`src/rtl/io_mmio_ctrl_pkg.sv`:
```
// Shared definitions for the memory-mapped I/O block: word addresses,
// STATUS bit positions and register reset constants.
package io_mmio_ctrl_pkg;

    localparam int ADDR_W = 10;
    localparam int DATA_W = 32;

    localparam logic [ADDR_W-1:0] IO_ADDR_DISPLAY    = 10'h000;
    localparam logic [ADDR_W-1:0] IO_ADDR_LED        = 10'h001;
    localparam logic [ADDR_W-1:0] IO_ADDR_SWITCH     = 10'h002;
    localparam logic [ADDR_W-1:0] IO_ADDR_BUTTON     = 10'h003;
    localparam logic [ADDR_W-1:0] IO_ADDR_BTN_EVENT  = 10'h004;
    localparam logic [ADDR_W-1:0] IO_ADDR_BTN_IRQ_EN = 10'h005;
    localparam logic [ADDR_W-1:0] IO_ADDR_TIMER      = 10'h006;
    localparam logic [ADDR_W-1:0] IO_ADDR_TIMER_CMP  = 10'h007;
    localparam logic [ADDR_W-1:0] IO_ADDR_STATUS     = 10'h008;
    localparam logic [ADDR_W-1:0] IO_ADDR_BUF_BASE   = 10'h010;

    localparam int STATUS_TIMER_FLAG_BIT   = 0;
    localparam int STATUS_TIMER_IRQ_EN_BIT = 1;

    localparam logic [DATA_W-1:0] TIMER_CMP_RST = 32'hFFFF_FFFF;

    // True when the word address lands inside a scratch buffer of the given depth.
    function automatic logic in_buf_range(input logic [ADDR_W-1:0] addr, input int depth);
        return (addr >= IO_ADDR_BUF_BASE) &&
               ((int'(addr) - int'(IO_ADDR_BUF_BASE)) < depth);
    endfunction

endpackage

```
`src/rtl/io_sync_edge.sv`:
```
// Multi-stage input synchroniser with a delayed copy of the synchronised
// level, giving a per-bit rising-edge pulse.
module io_sync_edge #(
    parameter int WIDTH  = 32,
    parameter int STAGES = 2
) (
    input  logic             clk,
    input  logic             rst,
    input  logic [WIDTH-1:0] din,
    output logic [WIDTH-1:0] level,
    output logic [WIDTH-1:0] rise
);

    logic [WIDTH-1:0] sync_r [STAGES];
    logic [WIDTH-1:0] prev_r;

    // Synchroniser chain plus one extra flop holding the previous synchronised level
    always_ff @(posedge clk or negedge rst) begin
        if (!rst) begin
            for (int i = 0; i < STAGES; i++) begin
                sync_r[i] <= '0;
            end
            prev_r <= '0;
        end else begin
            sync_r[0] <= din;
            for (int i = 1; i < STAGES; i++) begin
                sync_r[i] <= sync_r[i-1];
            end
            prev_r <= sync_r[STAGES-1];
        end
    end

    assign level = sync_r[STAGES-1];
    assign rise  = sync_r[STAGES-1] & ~prev_r;

endmodule

```
`src/rtl/io_mmio_ctrl.sv`:
```
// Memory-mapped I/O block: display/LED outputs, synchronised switches and
// buttons with sticky edge events, compare timer, scratch buffer and irq.
module io_mmio_ctrl
    import io_mmio_ctrl_pkg::*;
#(
    parameter int          BUF_DEPTH    = 16,
    parameter int          SYNC_STAGES  = 2,
    parameter logic [31:0] DISPLAY_INIT = 32'h0000_0000,
    parameter logic [31:0] LED_INIT     = 32'h0000_0000
) (
    input  logic        clk,
    input  logic        rst,
    input  logic [31:0] switch_in,
    input  logic [31:0] button_in,
    input  logic        mem_write,
    input  logic [9:0]  mem_addr,
    input  logic [31:0] write_mem_data,
    output logic [31:0] read_mem_data,
    output logic [31:0] display_C,
    output logic [31:0] led_C,
    output logic        irq
);

    localparam int BUF_AW = (BUF_DEPTH > 1) ? $clog2(BUF_DEPTH) : 1;

    logic [31:0] switch_sync_s, button_sync_s, button_rise_s, switch_rise_unused_s;

    logic [31:0] display_r, led_r, btn_event_r, btn_irq_en_r;
    logic [31:0] timer_r, timer_cmp_r;
    logic        timer_flag_r, timer_irq_en_r, irq_r;
    logic [31:0] buf_mem_r [BUF_DEPTH];

    logic              wr_display_s, wr_led_s, wr_btn_event_s, wr_btn_irq_en_s;
    logic              wr_timer_s, wr_timer_cmp_s, wr_status_s, wr_buf_s, buf_hit_s;
    logic [BUF_AW-1:0] buf_idx_s;
    logic [31:0]       timer_nxt_s, btn_event_nxt_s, evt_clr_s, rdata_s;
    logic              timer_set_s, timer_flag_nxt_s, irq_nxt_s;

    io_sync_edge #(.WIDTH(32), .STAGES(SYNC_STAGES)) u_sync_switch (
        .clk   (clk),
        .rst   (rst),
        .din   (switch_in),
        .level (switch_sync_s),
        .rise  (switch_rise_unused_s)
    );

    io_sync_edge #(.WIDTH(32), .STAGES(SYNC_STAGES)) u_sync_button (
        .clk   (clk),
        .rst   (rst),
        .din   (button_in),
        .level (button_sync_s),
        .rise  (button_rise_s)
    );

    // Write decode; SWITCH, BUTTON and unmapped words fall through with no strobe
    always_comb begin
        wr_display_s    = 1'b0;
        wr_led_s        = 1'b0;
        wr_btn_event_s  = 1'b0;
        wr_btn_irq_en_s = 1'b0;
        wr_timer_s      = 1'b0;
        wr_timer_cmp_s  = 1'b0;
        wr_status_s     = 1'b0;
        wr_buf_s        = 1'b0;
        buf_hit_s       = in_buf_range(mem_addr, BUF_DEPTH);
        buf_idx_s       = BUF_AW'(mem_addr - IO_ADDR_BUF_BASE);
        if (mem_write) begin
            case (mem_addr)
                IO_ADDR_DISPLAY:    wr_display_s    = 1'b1;
                IO_ADDR_LED:        wr_led_s        = 1'b1;
                IO_ADDR_BTN_EVENT:  wr_btn_event_s  = 1'b1;
                IO_ADDR_BTN_IRQ_EN: wr_btn_irq_en_s = 1'b1;
                IO_ADDR_TIMER:      wr_timer_s      = 1'b1;
                IO_ADDR_TIMER_CMP:  wr_timer_cmp_s  = 1'b1;
                IO_ADDR_STATUS:     wr_status_s     = 1'b1;
                default:            wr_buf_s        = buf_hit_s;
            endcase
        end else begin
            wr_buf_s = 1'b0;
        end
    end

    // Next-state for timer, sticky flags and irq; a new set always beats a W1C clear
    always_comb begin
        timer_nxt_s = timer_r + 32'd1;
        timer_set_s = 1'b0;
        if (wr_timer_s) begin
            timer_nxt_s = write_mem_data;
            timer_set_s = 1'b0;
        end else if (timer_r == timer_cmp_r) begin
            timer_nxt_s = 32'd0;
            timer_set_s = 1'b1;
        end else begin
            timer_nxt_s = timer_r + 32'd1;
            timer_set_s = 1'b0;
        end
        timer_flag_nxt_s = timer_set_s |
            (timer_flag_r & ~(wr_status_s & write_mem_data[STATUS_TIMER_FLAG_BIT]));
        evt_clr_s        = wr_btn_event_s ? write_mem_data : 32'd0;
        btn_event_nxt_s  = button_rise_s | (btn_event_r & ~evt_clr_s);
        irq_nxt_s        = (|(btn_event_r & btn_irq_en_r)) | (timer_flag_r & timer_irq_en_r);
    end

    // Control/status register file, timer and irq
    always_ff @(posedge clk or negedge rst) begin
        if (!rst) begin
            display_r      <= DISPLAY_INIT;
            led_r          <= LED_INIT;
            btn_event_r    <= 32'd0;
            btn_irq_en_r   <= 32'd0;
            timer_r        <= 32'd0;
            timer_cmp_r    <= TIMER_CMP_RST;
            timer_flag_r   <= 1'b0;
            timer_irq_en_r <= 1'b0;
            irq_r          <= 1'b0;
        end else begin
            if (wr_display_s)    display_r    <= write_mem_data;
            if (wr_led_s)        led_r        <= write_mem_data;
            if (wr_btn_irq_en_s) btn_irq_en_r <= write_mem_data;
            if (wr_timer_cmp_s)  timer_cmp_r  <= write_mem_data;
            if (wr_status_s)     timer_irq_en_r <= write_mem_data[STATUS_TIMER_IRQ_EN_BIT];
            btn_event_r  <= btn_event_nxt_s;
            timer_r      <= timer_nxt_s;
            timer_flag_r <= timer_flag_nxt_s;
            irq_r        <= irq_nxt_s;
        end
    end

    // Scratch buffer storage
    always_ff @(posedge clk or negedge rst) begin
        if (!rst) begin
            for (int i = 0; i < BUF_DEPTH; i++) begin
                buf_mem_r[i] <= 32'd0;
            end
        end else if (wr_buf_s) begin
            buf_mem_r[buf_idx_s] <= write_mem_data;
        end
    end

    // Zero-latency read mux
    always_comb begin
        rdata_s = 32'd0;
        case (mem_addr)
            IO_ADDR_DISPLAY:    rdata_s = display_r;
            IO_ADDR_LED:        rdata_s = led_r;
            IO_ADDR_SWITCH:     rdata_s = switch_sync_s;
            IO_ADDR_BUTTON:     rdata_s = button_sync_s;
            IO_ADDR_BTN_EVENT:  rdata_s = btn_event_r;
            IO_ADDR_BTN_IRQ_EN: rdata_s = btn_irq_en_r;
            IO_ADDR_TIMER:      rdata_s = timer_r;
            IO_ADDR_TIMER_CMP:  rdata_s = timer_cmp_r;
            IO_ADDR_STATUS: begin
                rdata_s[STATUS_TIMER_FLAG_BIT]   = timer_flag_r;
                rdata_s[STATUS_TIMER_IRQ_EN_BIT] = timer_irq_en_r;
            end
            default: begin
                if (buf_hit_s) begin
                    rdata_s = buf_mem_r[buf_idx_s];
                end else begin
                    rdata_s = 32'd0;
                end
            end
        endcase
    end

    assign read_mem_data = rdata_s;
    assign display_C     = display_r;
    assign led_C         = led_r;
    assign irq           = irq_r;

endmodule

```
`config.mk`:
```
export PLATFORM = sky130hd
export DESIGN_NAME = io_mmio_ctrl
export DESIGN_NICKNAME = d
export VERILOG_FILES = /design/src/rtl/io_mmio_ctrl_pkg.sv /design/src/rtl/io_sync_edge.sv /design/src/rtl/io_mmio_ctrl.sv
export SDC_FILE = /design/constraint.sdc
export NUM_CORES = 1
export LEC_CHECK = 0
export CAP_MARGIN = 20
export CORE_MARGIN = 2
export CORE_UTILIZATION = 50
export CTS_CLUSTER_DIAMETER = 80
export CTS_CLUSTER_SIZE = 14
export DETAILED_ROUTE_END_ITERATION = 10
export PLACE_DENSITY_LB_ADDON = 0.08
export RECOVER_POWER = 100
export SLEW_MARGIN = 20
export SYNTH_ARGS = -nofsm -noshare
export SYNTH_HDL_FRONTEND = slang
export SYNTH_SLANG_ARGS = --single-unit
export TNS_END_PERCENT = 10
```
`constraint.sdc`:
```
create_clock -name clk -period 3.55 [get_ports clk]
set_input_delay 0.71 -clock clk [delete_from_list [all_inputs] [get_ports clk]]
set_output_delay 0.71 -clock clk [all_outputs]
set_load 0.03 [all_outputs]
```
==> results.json <==
{
  "p_int_mw": 14.6,
  "finClkSkew_ps": 13.5,
  "clock_latency_ps": 620,
  "place.gp.congestion": 0.916,
  "multi_input_area_mm2": 0.0155,
  "path_class": "in2out",
  "fin_crit_ps": 3550,
  "power_frac_clock_pct": 37.4,
  "placed_area_mm2": 0.0431,
  "synth.cell_area_mm2": 0.0380,
  "cts_tree": "yes",
  "viasPerCell": 6.09,
  "area_delta_synth_final_pct": 18.6,
  "final_cell_mix": "dfrtp_1, mux2_2, mux4_2, clkdlybuf4s50_1, buf_4",
  "postLayoutCellArea_mm2": 0.0451,
  "maxCapViolations": 3,
  "drc": 0,
  "numCtsBuffers": 71,
  "min_period_over_period_pct": 100,
  "r2r_slack_ps": 1080,
  "worstReg2RegEnd": "timer_r[12]",
  "setup.worst_path.start_class": "primary input",
  "seq_area_frac_synth_pct": 57.2,
  "antenna_cells": 0,
  "grt.overflow.total": 0,
  "ys_seq_elements": 867,
  "final_common_cell": "dfrtp_1",
  "worstSetupEndpointType": "primary output",
  "timing.rr.start": "timer_r[0]",
  "hold_buffers": 0,
  "hold_path_class": "reg2reg",
  "avgSynthCellArea_um2": 15.2,
  "crit_start": "mem_addr[8]",
  "ant_nets": 0,
  "ios": 206,
  "synth_nets": 2613,
  "grtUsageTotal_pct": 28.1,
  "drt-total-wl_um": 108000,
  "wire_per_inst_um": 28.7,
  "worstRegToRegCells": 6,
  "p_sw_mw": 4.88,
  "yosys_warnings": 0,
  "cts_buffer_depth": 3,
  "dr.pass1.iters": 5,
  "die_area_mm2": 0.0783,
  "layout.filler_cells": 5794,
  "ys_types": 55,
  "synthArstFlopShare_pct": 100,
  "cts-root-buf": "clkbuf_16",
  "slew_violations": 115,
  "grt_pass1_wl_um": 163000,
  "max_slew.worst_pin.slew_ps": 1850,
  "post-route-util_pct": 59.7,
  "p_seq_share_pct": 53.7,
  "place_hpwl_um": 72200,
  "io_buffers": 205,
  "num_rows": 101,
  "relSlewSlack_pct": -23.4,
  "cp.required_ps": 2840,
  "die_y_um": 280,
  "comb_power_share_pct": 8.9,
  "drive_above_1_share_pct": 43.1,
  "grt_max_degree": 111,
  "critPathCapture": "read_mem_data[19]",
  "antenna_found_initial": 1,
  "status": "complete, but fails checks",
  "grt_pass1_vias": 24400,
  "drt_iter0_drc": 1671,
  "hp-start": "u_sync_button.sync_r[56]",
  "final-setup-viol-count": 0,
  "dp_slack_ps": -256,
  "ir_drop_mv": 0.432,
  "rsz0062_at_grt": "true",
  "swShare_pct": 25.0,
  "syn_inst": 2501,
  "cts_sinks": 867,
  "finalNetCount": 2851,
  "finalHoldViolations": 0,
  "htree_levels": 3,
  "die-width_um": 280,
  "seq_area_mm2": 0.0217,
  "p_leak_nw": 21.0,
  "start_util_pct": 50.3,
  "power.density_mw_per_mm2": 433,
  "clock.fmax_mhz": 282,
  "worstPathMaxFanout": 12,
  "coreArea_mm2": 0.0756,
  "fin_ws_ps": 0.676,
  "cp_data_arrival_time_ps": 2840,
  "synth_edf_count": 0,
  "synth-main-ff-cell": "dfrtp_1",
  "num_vias": 22900,
  "path_clk_slew_ps": 70,
  "violations": "capacitance limit, slew limit"
}
[routing by layer]
metal,global-route usage [%],share of wire (%),vias to the layer above
met3,4.23,4.8,161
li1,-,-,9678
met5,0,0.012,-
met2,46.0,49,633
met1,39.5,43,12400
met4,7.62,3.0,2
[stage by stage]
step | setup TNS, ps | total power, mW | hold slack [ps] | cells
3_3_place_gp | -2530 | 12.4 | 333 | 3640
2_1_floorplan | 0 | 11.5 | 331 | 2501
4_1_cts | 0 | 19.7 | 72.6 | 3749
5_1_grt | -968 | 20.2 | 357 | 3749
3_5_place_dp | -3240 | 12.4 | 335 | 3640
6_report | 0 | 19.5 | 343 | 3749
[power groups by stage]
stage               clock [mW]  combinational, mW  sequential (mW)
global route              7.86               1.86             10.5
detailed placement           0               1.76             10.7
finish                    7.31               1.73             10.5
floorplan                    0              0.891             10.6
CTS                       7.46               1.78             10.5
global placement             0               1.74             10.7
[how the worst min path moves through the flow]
stage / slack (ps) / to / cells past startpoint
after global placement: 330 / u_sync_switch.level[20] / 0
after global routing: 360 / u_sync_button.level[24] / 0
after CTS: 70 / buf_mem_r[390] / 1
after floorplan: 330 / u_sync_button.level[0] / 0
after detailed placement: 330 / u_sync_button.level[8] / 0
final: 340 / u_sync_button.level[24] / 0
[worst max-delay path: stages]
cell             delay (ps)
clkdlybuf4s50_1         500
nor3_2                   70
buf_4                   150
and3_1                  210
a21oi_2                 190
o21ai_4                  90
buf_12                  140
bufbuf_16               290
o21ai_1                 300
buf_12                  160
[synthesized netlist by cell type, types with 3 or more instances]
cell type	n	area, um2
a21oi_1	9	45.0
a221oi_1	5	43.8
a22o_1	44	385
a22oi_1	30	225
a32oi_1	7	61.3
and2_1	5	31.3
and3_1	15	93.8
and4_1	6	52.6
buf_1	17	63.8
buf_2	62	310
clkbuf_1	143	537
dfrtp_1	835	20900
dfstp_2	32	841
ha_1	3	37.5
inv_1	67	251
mux2_1	22	248
mux2_2	633	7130
mux2i_1	26	260
mux4_2	194	4370
nand2_1	89	334
nand2b_1	4	25.0
nand3_1	22	110
nand4_1	19	119
nor2_1	15	56.3
nor2b_1	4	25.0
nor3_1	6	30.0
nor4_1	8	50.1
o2111ai_1	16	140
o211ai_1	5	37.5
o21ai_0	28	140
o221ai_1	10	87.6
o31ai_1	32	240
xnor2_1	7	61.3
xor2_1	55	482
[state kept, by name (all words and copies together) (netlist names)]
register / cells
timer_cmp_r: 32
timer_irq_en_r: 1
led_C: 32
irq: 1
u_sync_switch.level: 32
u_sync_switch.sync_r: 32
u_sync_button.level: 32
u_sync_button.prev_r: 32
buf_mem_r: 512
display_C: 32
u_sync_button.sync_r: 32
btn_event_r: 32
timer_flag_r: 1
timer_r: 32
btn_irq_en_r: 32
[what timing repair did]
| item | CTS | global route |
|---|---|---|
| gates cloned | 1 | 0 |
| pin swaps | 4 | 0 |
| buffers inserted | 3 | 0 |
| resized for setup | 36 | 9 |
| endpoints found under the setup margin | 31 | 17 |
[cell type report]
type / instances / area share (%)
sequential: 867 / 48.2
inverter: 68 / 0.574
multi-input combinational: 1342 / 34.5
timing repair buffer: 389 / 9.68
clock buffer: 98 / 4.17
tap: 978 / 2.71
clock inverter: 7 / 0.194
[cells by family (layout without fill, tap and decap cells)]
| group | Yosys count | count (layout) | synth area share, % |
|---|---|---|---|
| and+or+nand+nor | 201 | 201 | 2.61 |
| xor gates and xnor gates | 62 | 62 | 1.43 |
| DFF | 867 | 867 | 57.2 |
| muxes | 875 | 875 | 31.6 |
| buffers and inverters | 292 | 562 | 3.11 |
| adders and majority gates | 3 | 3 | 0.0987 |
| AOI/OAI and AO/OA | 201 | 201 | 4.02 |
(Power assumes the default switching activity.)
